File: src/rtl/fw_loader.sv
// Firmware loader: parses a framed byte stream (sync, 16-bit word count, data, XOR checksum),
// writes little-endian 32-bit words into program memory and holds the CPU in reset meanwhile.
module fw_loader #(
    parameter int unsigned ADDR_BITS      = 13,
    parameter logic [7:0]  SYNC_BYTE      = 8'hA5,
    parameter int unsigned TIMEOUT_CYCLES = 1000000
) (
    input  logic        clk,
    input  logic        rst,
    input  logic        in_valid,
    input  logic [7:0]  in_data,
    output logic        in_ready,
    output logic        wen,
    output logic [31:0] waddr,
    output logic [31:0] wdata,
    output logic        cpu_rst,
    output logic        done,
    output logic        err
);

    localparam int unsigned     CntW     = $clog2(TIMEOUT_CYCLES + 1);
    localparam logic [16:0]     MaxLen   = 17'(1) << ADDR_BITS;
    localparam logic [CntW-1:0] CntLast  = CntW'(TIMEOUT_CYCLES - 1);

    typedef enum logic [2:0] {
        StIdle,
        StLen0,
        StLen1,
        StData,
        StWrite,
        StCsum
    } state_e;

    state_e          state_q, state_d;
    logic [15:0]     len_q, len_d;
    logic [15:0]     idx_q, idx_d;
    logic [1:0]      lane_q, lane_d;
    logic [31:0]     wbuf_q, wbuf_d;
    logic [7:0]      csum_q, csum_d;
    logic [CntW-1:0] cnt_q, cnt_d;
    logic            cpu_rst_q, cpu_rst_d;
    logic            done_q, done_d;
    logic            err_q, err_d;

    logic        accept;
    logic        timed;
    logic        timeout;
    logic [15:0] len_new;

    assign in_ready = (state_q != StWrite);
    assign accept   = in_valid && in_ready;
    assign len_new  = {in_data, len_q[7:0]};
    // Idle-time supervision applies only while waiting for in-frame bytes.
    assign timed    = (state_q == StLen0) || (state_q == StLen1) ||
                      (state_q == StData) || (state_q == StCsum);
    assign timeout  = timed && !accept && (cnt_q == CntLast);

    // waddr/wdata are only meaningful while wen is high; they mirror the index and word buffer.
    assign wen      = (state_q == StWrite);
    assign waddr    = {{(32 - ADDR_BITS){1'b0}}, idx_q[ADDR_BITS-1:0]};
    assign wdata    = wbuf_q;
    assign cpu_rst  = cpu_rst_q;
    assign done     = done_q;
    assign err      = err_q;

    // State and datapath registers with synchronous reset.
    always_ff @(posedge clk) begin
        if (rst) begin
            state_q   <= StIdle;
            len_q     <= '0;
            idx_q     <= '0;
            lane_q    <= '0;
            wbuf_q    <= '0;
            csum_q    <= '0;
            cnt_q     <= '0;
            cpu_rst_q <= 1'b0;
            done_q    <= 1'b0;
            err_q     <= 1'b0;
        end else begin
            state_q   <= state_d;
            len_q     <= len_d;
            idx_q     <= idx_d;
            lane_q    <= lane_d;
            wbuf_q    <= wbuf_d;
            csum_q    <= csum_d;
            cnt_q     <= cnt_d;
            cpu_rst_q <= cpu_rst_d;
            done_q    <= done_d;
            err_q     <= err_d;
        end
    end

    // Frame parser: next-state, datapath updates and flag updates.
    always_comb begin
        state_d   = state_q;
        len_d     = len_q;
        idx_d     = idx_q;
        lane_d    = lane_q;
        wbuf_d    = wbuf_q;
        csum_d    = csum_q;
        cpu_rst_d = cpu_rst_q;
        done_d    = 1'b0;
        err_d     = err_q;
        cnt_d     = '0;

        if (timed && !accept) begin
            cnt_d = cnt_q + CntW'(1);
        end

        unique case (state_q)
            StIdle: begin
                if (accept && (in_data == SYNC_BYTE)) begin
                    state_d   = StLen0;
                    err_d     = 1'b0;
                    cpu_rst_d = 1'b1;
                    csum_d    = '0;
                end
            end
            StLen0: begin
                if (accept) begin
                    len_d[7:0] = in_data;
                    state_d    = StLen1;
                end
            end
            StLen1: begin
                if (accept) begin
                    len_d[15:8] = in_data;
                    if ({1'b0, len_new} > MaxLen) begin
                        err_d   = 1'b1;
                        state_d = StIdle;
                    end else if (len_new == 16'd0) begin
                        state_d = StCsum;
                    end else begin
                        idx_d   = '0;
                        lane_d  = '0;
                        state_d = StData;
                    end
                end
            end
            StData: begin
                if (accept) begin
                    unique case (lane_q)
                        2'd0: wbuf_d[7:0]   = in_data;
                        2'd1: wbuf_d[15:8]  = in_data;
                        2'd2: wbuf_d[23:16] = in_data;
                        2'd3: wbuf_d[31:24] = in_data;
                        default: ;
                    endcase
                    csum_d = csum_q ^ in_data;
                    lane_d = lane_q + 2'd1;
                    if (lane_q == 2'd3) begin
                        state_d = StWrite;
                    end
                end
            end
            StWrite: begin
                idx_d  = idx_q + 16'd1;
                lane_d = '0;
                if ((idx_q + 16'd1) == len_q) begin
                    state_d = StCsum;
                end else begin
                    state_d = StData;
                end
            end
            StCsum: begin
                if (accept) begin
                    if (in_data == csum_q) begin
                        done_d    = 1'b1;
                        cpu_rst_d = 1'b0;
                    end else begin
                        err_d = 1'b1;
                    end
                    state_d = StIdle;
                end
            end
            default: state_d = StIdle;
        endcase

        // Timeout only fires on a cycle without an accepted byte, so it never races a transition.
        if (timeout) begin
            err_d   = 1'b1;
            state_d = StIdle;
        end
    end

endmodule

File: config.mk
export PLATFORM = sky130hd
export DESIGN_NAME = fw_loader
export DESIGN_NICKNAME = d
export VERILOG_FILES = /design/src/rtl/fw_loader.sv
export SDC_FILE = /design/constraint.sdc
export NUM_CORES = 1
export LEC_CHECK = 0
export CORE_ASPECT_RATIO = 0.75
export CORE_UTILIZATION = 35
export CTS_BUF_LIST = sky130_fd_sc_hd__clkbuf_8 sky130_fd_sc_hd__clkbuf_16
export CTS_CLUSTER_SIZE = 16
export DETAILED_ROUTE_END_ITERATION = 8
export GPL_TIMING_DRIVEN = 1
export PLACE_DENSITY = 0.57
export SETUP_SLACK_MARGIN = 0.5
export SLEW_MARGIN = 20
export SYNTH_ARGS = -nofsm -noshare
export SYNTH_HDL_FRONTEND = slang
export SYNTH_SLANG_ARGS = --single-unit
export TNS_END_PERCENT = 50
File: constraint.sdc
create_clock -name clk -period 5.2 [get_ports clk]
set_input_delay 1.04 -clock clk [delete_from_list [all_inputs] [get_ports clk]]
set_output_delay 1.04 -clock clk [all_outputs]
set_load 0.05 [all_outputs]
==> flow_summary.ini, run 1 <==
[power_and_ir_drop]
powerDensity_nw_per_um2 = 256
intPower_w = 0.00116
switching_share_pct = 24.5
pwr-share-seq_pct = 50.0
comb_power_share_pct = 5.2
switchingPower_w = 0.000376
p_leak_nw = 1.89
peakVddDrop_mv = 0.154
clock_power_share_pct = 44.8
total_power_w = 0.00153

[layout]
synthToLayoutAreaGrowth_pct = 16.5
drive_gt1_share_pct = 4.69
fillCellCount = 1413
nets = 695
antenna_cells = 0

[critical_path]
cp.depth = 4
crit_chain = nand2b_1 > nor2_1 > inv_2 > clkdlybuf4s50_1
worstRegToRegCells = 8
crit_path_top_delay_cell = clkdlybuf4s50_1
start_kind = flip-flop
end_kind = output pin
arrival_ps = 2620
crit_required_ps = 4160
cp_max_fo = 15
slowest_delay_ps = 770
path_buf_inv = 2
crit_type = reg2out
crit_family = buffers and inverters

[clock_network]
cts-root-buf = clkbuf_16
cts-htree-levels = 3
post_cts_buffers = 0
clkLatencyLatePin_ps = 350
clk_pin_slew_ps = 70
clockBufferDepth = 2
post_cts_resized = 0
ctsHoldBuffers = 0
cts_tree = yes
cts_buffers = 9
clkSinkCount = 100

[floorplan]
io_pins = 80
start_util_pct = 36.7
die_height_um = 107
coreArea_sq_um = 14000
die_w_um = 142
std_cell_rows = 37
die_area_sq_um = 15200

[timing]
finalCritPeriodShare_pct = 70.4
clock_skew_ps = 7.08
relSlewSlack_pct = 41.9
setup_viol = 0
setup_tns_ps = 0
grt_setup_unrepaired = false
fmax_mhz = 273
hold_violations = 0
period_needed_ps = 3660
slew_violations = 0
tightest_slew_ps = 864

[placement]
gp_congestion = 0.915
dpl.hpwl_um = 9190
io_buffers = 60

[route]
dr_wl_met2_um = 5580
vias_per_cell = 5.25
wl_per_cell_um = 15.0
first_pass_iters = 5
antenna_left = 0
detailedRoute.firstIterationViolations = 303
totalWireLength_um = 13100
wl_met3_um = 778
met1Wirelength_um = 6610
routed-via-count = 4607
route.detailed.drc = 0
routed.top_layer = met4

[global_routing]
grt_max_degree = 76
grt_first_pass_wirelength_um = 21100
track_usage_pct = 17.7
grt_pass1_vias = 4106
gr-total-overflow = 0
antenna_found_initial = 0

[status]
status = completed

[yosys]
synth_edf_count = 0
synth_cell_types = 54
yosys_register_bits = 100
ys_top_cells_by_count = dfxtp_1 (100), nand2_1 (87), a21oi_1 (81)
synth-main-ff-cell = dfxtp_1
ys_top_cells_by_area = dfxtp_1 (39%), a21oi_1 (7.9%), nand2_1 (6.4%)
synth_largest_area_cell = dfxtp_1
yosysTopAreaCellShare_pct = 38.9
yosysWarningCount = 0
async_reset_ff_share_pct = 0
avgSynthCellArea_sq_um = 7.80
yosysMostFrequentCell = dfxtp_1
synth_area_sq_um = 5140
synth_seq_area_share_pct = 38.9
synthCells = 659

[worst_hold_path]
holdPathStages = 2
hold_path_class = reg2reg

[job]
maxCapViolCount = 0
-- per-layer routing --
metal,GRT usage [%],vias up
li1,-,2292
met1,25.5,2169
met2,25.9,133
met3,4.24,13
met4,5.45,0
met5,0,-
-- stage by stage --
stage / setup slack [ps] / instance area (sq um) / util [%] / instances / hold slack, ps
detailed placement: 1640 / 5690 / 40.5 / 862 / 447
finish: 1540 / 5990 / 42.7 / 878 / 455
global placement: 1690 / 5690 / 40.5 / 862 / 445
global route: 1410 / 5990 / 42.7 / 878 / 471
CTS: 1580 / 5990 / 42.7 / 878 / 457
floorplan: 2470 / 5210 / - / 677 / 430
-- flip-flops by register name (all words and copies together) (netlist names) --
name / flops
lane_q: 2
idx_q: 16
done: 1
len_q: 16
state_q: 3
csum_q: 8
cpu_rst: 1
wdata: 32
cnt_q: 20
err: 1
-- cells in the final DEF, fill, tap and decap left out, types with 10 or more instances in the layout --
cell / n
nand2_1: 87
nand4_1: 10
dfxtp_1: 100
nor3_1: 13
clkdlybuf4s50_1: 59
nor2_1: 44
o21ai_0: 25
nand3_1: 53
conb_1: 19
a21oi_1: 81
inv_1: 11
xor2_1: 11
xnor2_1: 33
-- power by group through the flow --
| stage | combinational, W | sequential [W] | clock (W) |
|---|---|---|---|
| 6_report | 0.0000792 | 0.000767 | 0.000688 |
| 5_1_grt | 0.0000835 | 0.000767 | 0.000734 |
| 4_1_cts | 0.0000787 | 0.000767 | 0.000704 |
| 3_5_place_dp | 0.0000784 | 0.000785 | 0 |
| 3_3_place_gp | 0.0000776 | 0.000785 | 0 |
| 2_1_floorplan | 0.0000677 | 0.000787 | 0 |
-- tightest hold or removal path: stages (launching register included) --
cell	delay, ps
dfxtp_1	310
nand2_1	50
a21oi_1	50
-- cell type report --
class	count	area (sq um)	area share, %
inverter	12	45.0	0.752
timing repair buffer	66	641	10.7
clock buffer	9	225	3.76
clock inverter	7	76.3	1.27
multi-input combinational	489	2760	46.0
tap	195	244	4.07
sequential	100	2000	33.4
-- final timing paths --
check | start | to | slack (ps)
max reg2reg | state_q[1] | wdata[27] | 2460
min reg2reg | wdata[11] | wdata[11] | 450
max | state_q[2] | in_ready | 1540
min | wdata[11] | wdata[11] | 450
-- kinds of logic after synthesis --
logic type      count (synthesis)  synth area share, %
other cells                     1               0.0729
flops                         100                 38.9
compound gates                145                 16.2
fa+ha+maj                       6                 1.46
buf+inv                        88                 8.83
mux                             1                0.219
simple gates                  274                 26.8
xor+xnor                       44                 7.49
No activity file was read; power rests on OpenSTA's default activity.
==> inputs of run 2 (changes only) <==
clock period = 3.5 ns   (was 5.2 ns; I/O delays follow)
==> run 2 against run 1 <==
Critical path depth is 3 higher. Routed wire length is 1.0% higher. Via count is 0.46% higher. Clock skew is essentially flat. Largest power group unchanged. Highest routed layer unchanged.
==> flow_summary.ini, run 2 (synthesized netlist as in run 1, its figures left out) <==
[power_and_ir_drop]
switchingPower_w = 0.000562
powerDensity_nw_per_um2 = 377
clock_power_share_pct = 44.8
comb_power_share_pct = 5.5
switching_share_pct = 24.5
p_leak_nw = 1.94
peakVddDrop_mv = 0.302
pwr-share-seq_pct = 49.7
intPower_w = 0.00173

[critical_path]
crit_required_ps = 3740
end_kind = flip-flop
crit_type = in2reg
cp_max_fo = 10
arrival_ps = 3020
start_kind = input port

[status]
status = completed

[route]
antenna_left = 0
first_pass_iters = 5
totalWireLength_um = 13300
vias_per_cell = 5.22
detailedRoute.firstIterationViolations = 278
route.detailed.drc = 0
routed-via-count = 4628
wl_per_cell_um = 15.0

[worst_hold_path]
hold_path_class = reg2reg

[global_routing]
grt_first_pass_wirelength_um = 21700
track_usage_pct = 18.1
antenna_found_initial = 1
grt_pass1_vias = 4238
gr-total-overflow = 0
grt_max_degree = 42

[floorplan]
die_height_um = 107
die_w_um = 142
start_util_pct = 36.7
io_pins = 80
die_area_sq_um = 15200
coreArea_sq_um = 14000
std_cell_rows = 37

[timing]
hold_violations = 0
clock_skew_ps = 6.89
slew_violations = 0
tightest_slew_ps = 737
setup_viol = 0
setup_slack_ps = 714
relSlewSlack_pct = 50.9
fmax_mhz = 359
finalCritPeriodShare_pct = 79.6
period_needed_ps = 2790
setup_tns_ps = 0
grt_setup_unrepaired = false

[clock_network]
cts_buffers = 9
post_cts_buffers = 0
cts_tree = yes
clk_pin_slew_ps = 70
cts-htree-levels = 3
ctsHoldBuffers = 0
clkSinkCount = 100
cts-root-buf = clkbuf_16
clockBufferDepth = 2
clkLatencyLatePin_ps = 350

[job]
maxCapViolCount = 0

[placement]
place_ws_ps = 117
gp_congestion = 0.845
dp_cells = 871
dpl.hpwl_um = 9430
io_buffers = 60

[layout]
nets = 704
antenna_cells = 0
final_cell_mix = dfxtp_1 (100), nand2_1 (87), a21oi_1 (81)
fillCellCount = 1397
largest_reg_flops = 32
fin_cells = 887
synthToLayoutAreaGrowth_pct = 18.1
drive_gt1_share_pct = 6.50
layout_commonest_cell = dfxtp_1
-- run 2: cell count changes in the layout (fill, tap and decap cells not counted) --
cell,change
nor3_1,-1
buf_4,+10
inv_8,+1
nor3_2,+1
clkinv_2,+1
buf_12,+1
inv_1,-1
clkinvlp_4,-1
clkdlybuf4s50_1,-2
-- run 2: cell type report --
class / count / area (sq um) / area share (%)
multi-input combinational: 489 / 2760 / 45.5
sequential: 100 / 2000 / 33.0
timing repair buffer: 75 / 716 / 11.8
tap: 195 / 244 / 4.02
clock buffer: 9 / 225 / 3.71
clock inverter: 7 / 81.3 / 1.34
inverter: 12 / 45.0 / 0.742
-- run 2: worst paths after layout --
path	from	end	slack [ps]	cells after the start
setup reg to reg	idx_q[2]	state_q[1]	800	6
hold reg to reg	wdata[3]	wdata[3]	460	2
hold / removal	wdata[3]	wdata[3]	460	2
setup / recovery	in_data[4]	idx_q[10]	710	7
-- run 2: per-stage QoR --
step / power, W / cell area (sq um) / util [%] / hold slack [ps]
global placement: 0.00129 / 5760 / 41.1 / 447
CTS: 0.00231 / 6070 / 43.3 / 458
floorplan: 0.00127 / 5210 / - / 430
finish: 0.00229 / 6070 / 43.3 / 456
global route: 0.00238 / 6070 / 43.3 / 481
detailed placement: 0.00129 / 5760 / 41.1 / 448
-- run 2: power by group through the flow --
stage | Clock, W | Sequential, W | Combinational (W)
final | 0.00103 | 0.00114 | 0.000126
after global routing | 0.00111 | 0.00114 | 0.000134
after CTS | 0.00105 | 0.00114 | 0.000125
after detailed placement | 0 | 0.00117 | 0.000124
after global placement | 0 | 0.00117 | 0.000124
after floorplan | 0 | 0.00117 | 0.000101
-- run 2: critical path, stage by stage --
cell and delay, ps:
clkdlybuf4s50_1 540, nor3_2 370, nand4_1 290, mux2_2 350, a21o_1 350, o21ai_0 150
a32o_1 270
-- run 2: repair_timing --
| action | CTS | global route |
|---|---|---|
| hold endpoints to repair | 0 | 0 |
| gates resized for setup | 1 | 0 |
| endpoints found under the setup margin | 1 | 0 |
-- run 2: metal layers --
| metal | up-vias | GRT usage, % | routed length [um] |
|---|---|---|---|
| met3 | 13 | 3.84 | 722 |
| met2 | 129 | 26.6 | 5550 |
| li1 | 2308 | - | - |
| met5 | - | 0 | 0 |
| met1 | 2178 | 26.7 | 6860 |
| met4 | 0 | 4.84 | 142 |
==> inputs of run 3 (changes only) <==
clock period = 2.8 ns   (was 3.5 ns; I/O delays follow)
==> run 3 against run 2 <==
Routed wire length increased by 2.3%. Clock skew about the same. Register-to-register slack got worse by 250 ps. Largest cell class unchanged. Highest routed layer unchanged.
==> flow_summary.ini, run 3 (synthesized netlist as in run 1, its figures left out) <==
[layout]
layout_commonest_cell = dfxtp_1
synthToLayoutAreaGrowth_pct = 24.8
fin_area_sq_um = 6420
largest_reg_flops = 32
antenna_cells = 0
final_cell_mix = dfxtp_1 (95), nand2_1 (87), a21oi_1 (81)
nets = 734
final_core_util_pct = 45.7
drive_gt1_share_pct = 12.5

[clock_network]
ctsHoldBuffers = 0
clkSinkCount = 100
cts-htree-levels = 3
clkLatencyLatePin_ps = 350
clockBufferDepth = 2
cts-root-buf = clkbuf_16
cts_buffers = 9
cts_tree = yes
clk_pin_slew_ps = 70

[timing]
setup_tns_ps = 0
holdWs_ps = 455
fmax_mhz = 437
period_needed_ps = 2290
hold_violations = 0
relSlewSlack_pct = 45.4
setup_viol = 0
finalCritPeriodShare_pct = 81.8
grt_setup_unrepaired = true
clock_skew_ps = 7.30
slew_violations = 0
tightest_slew_ps = 819

[floorplan]
die_area_sq_um = 15200
coreArea_sq_um = 14000
io_pins = 80
die_w_um = 142
die_height_um = 107
start_util_pct = 36.7
std_cell_rows = 37

[job]
maxCapViolCount = 0

[global_routing]
gr-total-overflow = 0
grt_first_pass_wirelength_um = 22100
antenna_found_initial = 0
grt_pass1_vias = 4307
track_usage_pct = 18.4
grt_max_degree = 75

[critical_path]
path_buf_inv = 1
arrival_ps = 1730
crit_chain = clkdlybuf4s50_1
crit_family = buffers and inverters
slowest_delay_ps = 870
crit_required_ps = 2240
start_kind = flip-flop
end_kind = output pin
crit_path_top_delay_cell = clkdlybuf4s50_1
cp_max_fo = 10
crit_type = reg2out

[power_and_ir_drop]
p_leak_nw = 2.13
switching_share_pct = 24.2
intPower_w = 0.00216
clock_power_share_pct = 43.8
pwr-share-seq_pct = 50.0
powerDensity_nw_per_um2 = 444
switchingPower_w = 0.000689
peakVddDrop_mv = 0.322
comb_power_share_pct = 6.2

[route]
route.detailed.drc = 0
first_pass_iters = 5
detailedRoute.firstIterationViolations = 262
routed-via-count = 4730
wl_per_cell_um = 14.8
vias_per_cell = 5.16
totalWireLength_um = 13600
antenna_left = 0

[placement]
io_buffers = 60
placed_cell_area_sq_um = 5920
gp_congestion = 0.841
dpl.hpwl_um = 9590

[status]
status = completed

[worst_hold_path]
hold_path_class = reg2reg
run 3: per-layer routing:
metal	wire length [um]	track usage, %	up-vias
li1	-	-	2367
met1	6900	27.0	2215
met2	5760	26.7	129
met3	727	3.97	19
met4	199	5.22	0
met5	0	0	-
run 3: cell type report:
type | count | area (sq um)
well taps | 195 | 244
clock buffers | 9 | 225
fillers | 1407 | 7610
inverters | 12 | 45.0
multi-input cells | 489 | 2840
repair buffers | 105 | 985
flip-flops and latches | 100 | 2010
clock inverters | 6 | 65.1
run 3: final timing paths:
check                               start         end  slack, ps  cells past startpoint
worst max register to register   idx_q[1]  state_q[1]        550                      6
worst min-delay path            wdata[20]   wdata[20]        460                      2
worst min register to register  wdata[20]   wdata[20]        460                      2
worst max-delay path             idx_q[9]    waddr[9]        510                      1
run 3: timing repair:
action	4_1_cts	5_1_grt
pin swaps	4	6
buffers inserted	6	7
setup endpoints to repair	26	59
resized for setup	11	18
run 3: power groups by stage:
stage	Sequential (W)	Combinational, W	Clock (W)
6_report	0.00142	0.000177	0.00125
5_1_grt	0.00142	0.000186	0.00134
4_1_cts	0.00142	0.000165	0.00129
3_5_place_dp	0.00146	0.000162	0
3_3_place_gp	0.00146	0.000162	0
2_1_floorplan	0.00146	0.000126	0
run 3: per-stage QoR:
step           setup WS, ps  cells  power, W
6_report                511    916   0.00285
5_1_grt                 439    916   0.00295
4_1_cts                 480    909   0.00288
3_5_place_dp          -69.6    888   0.00162
3_3_place_gp           32.1    888   0.00162
2_1_floorplan           522    677   0.00159
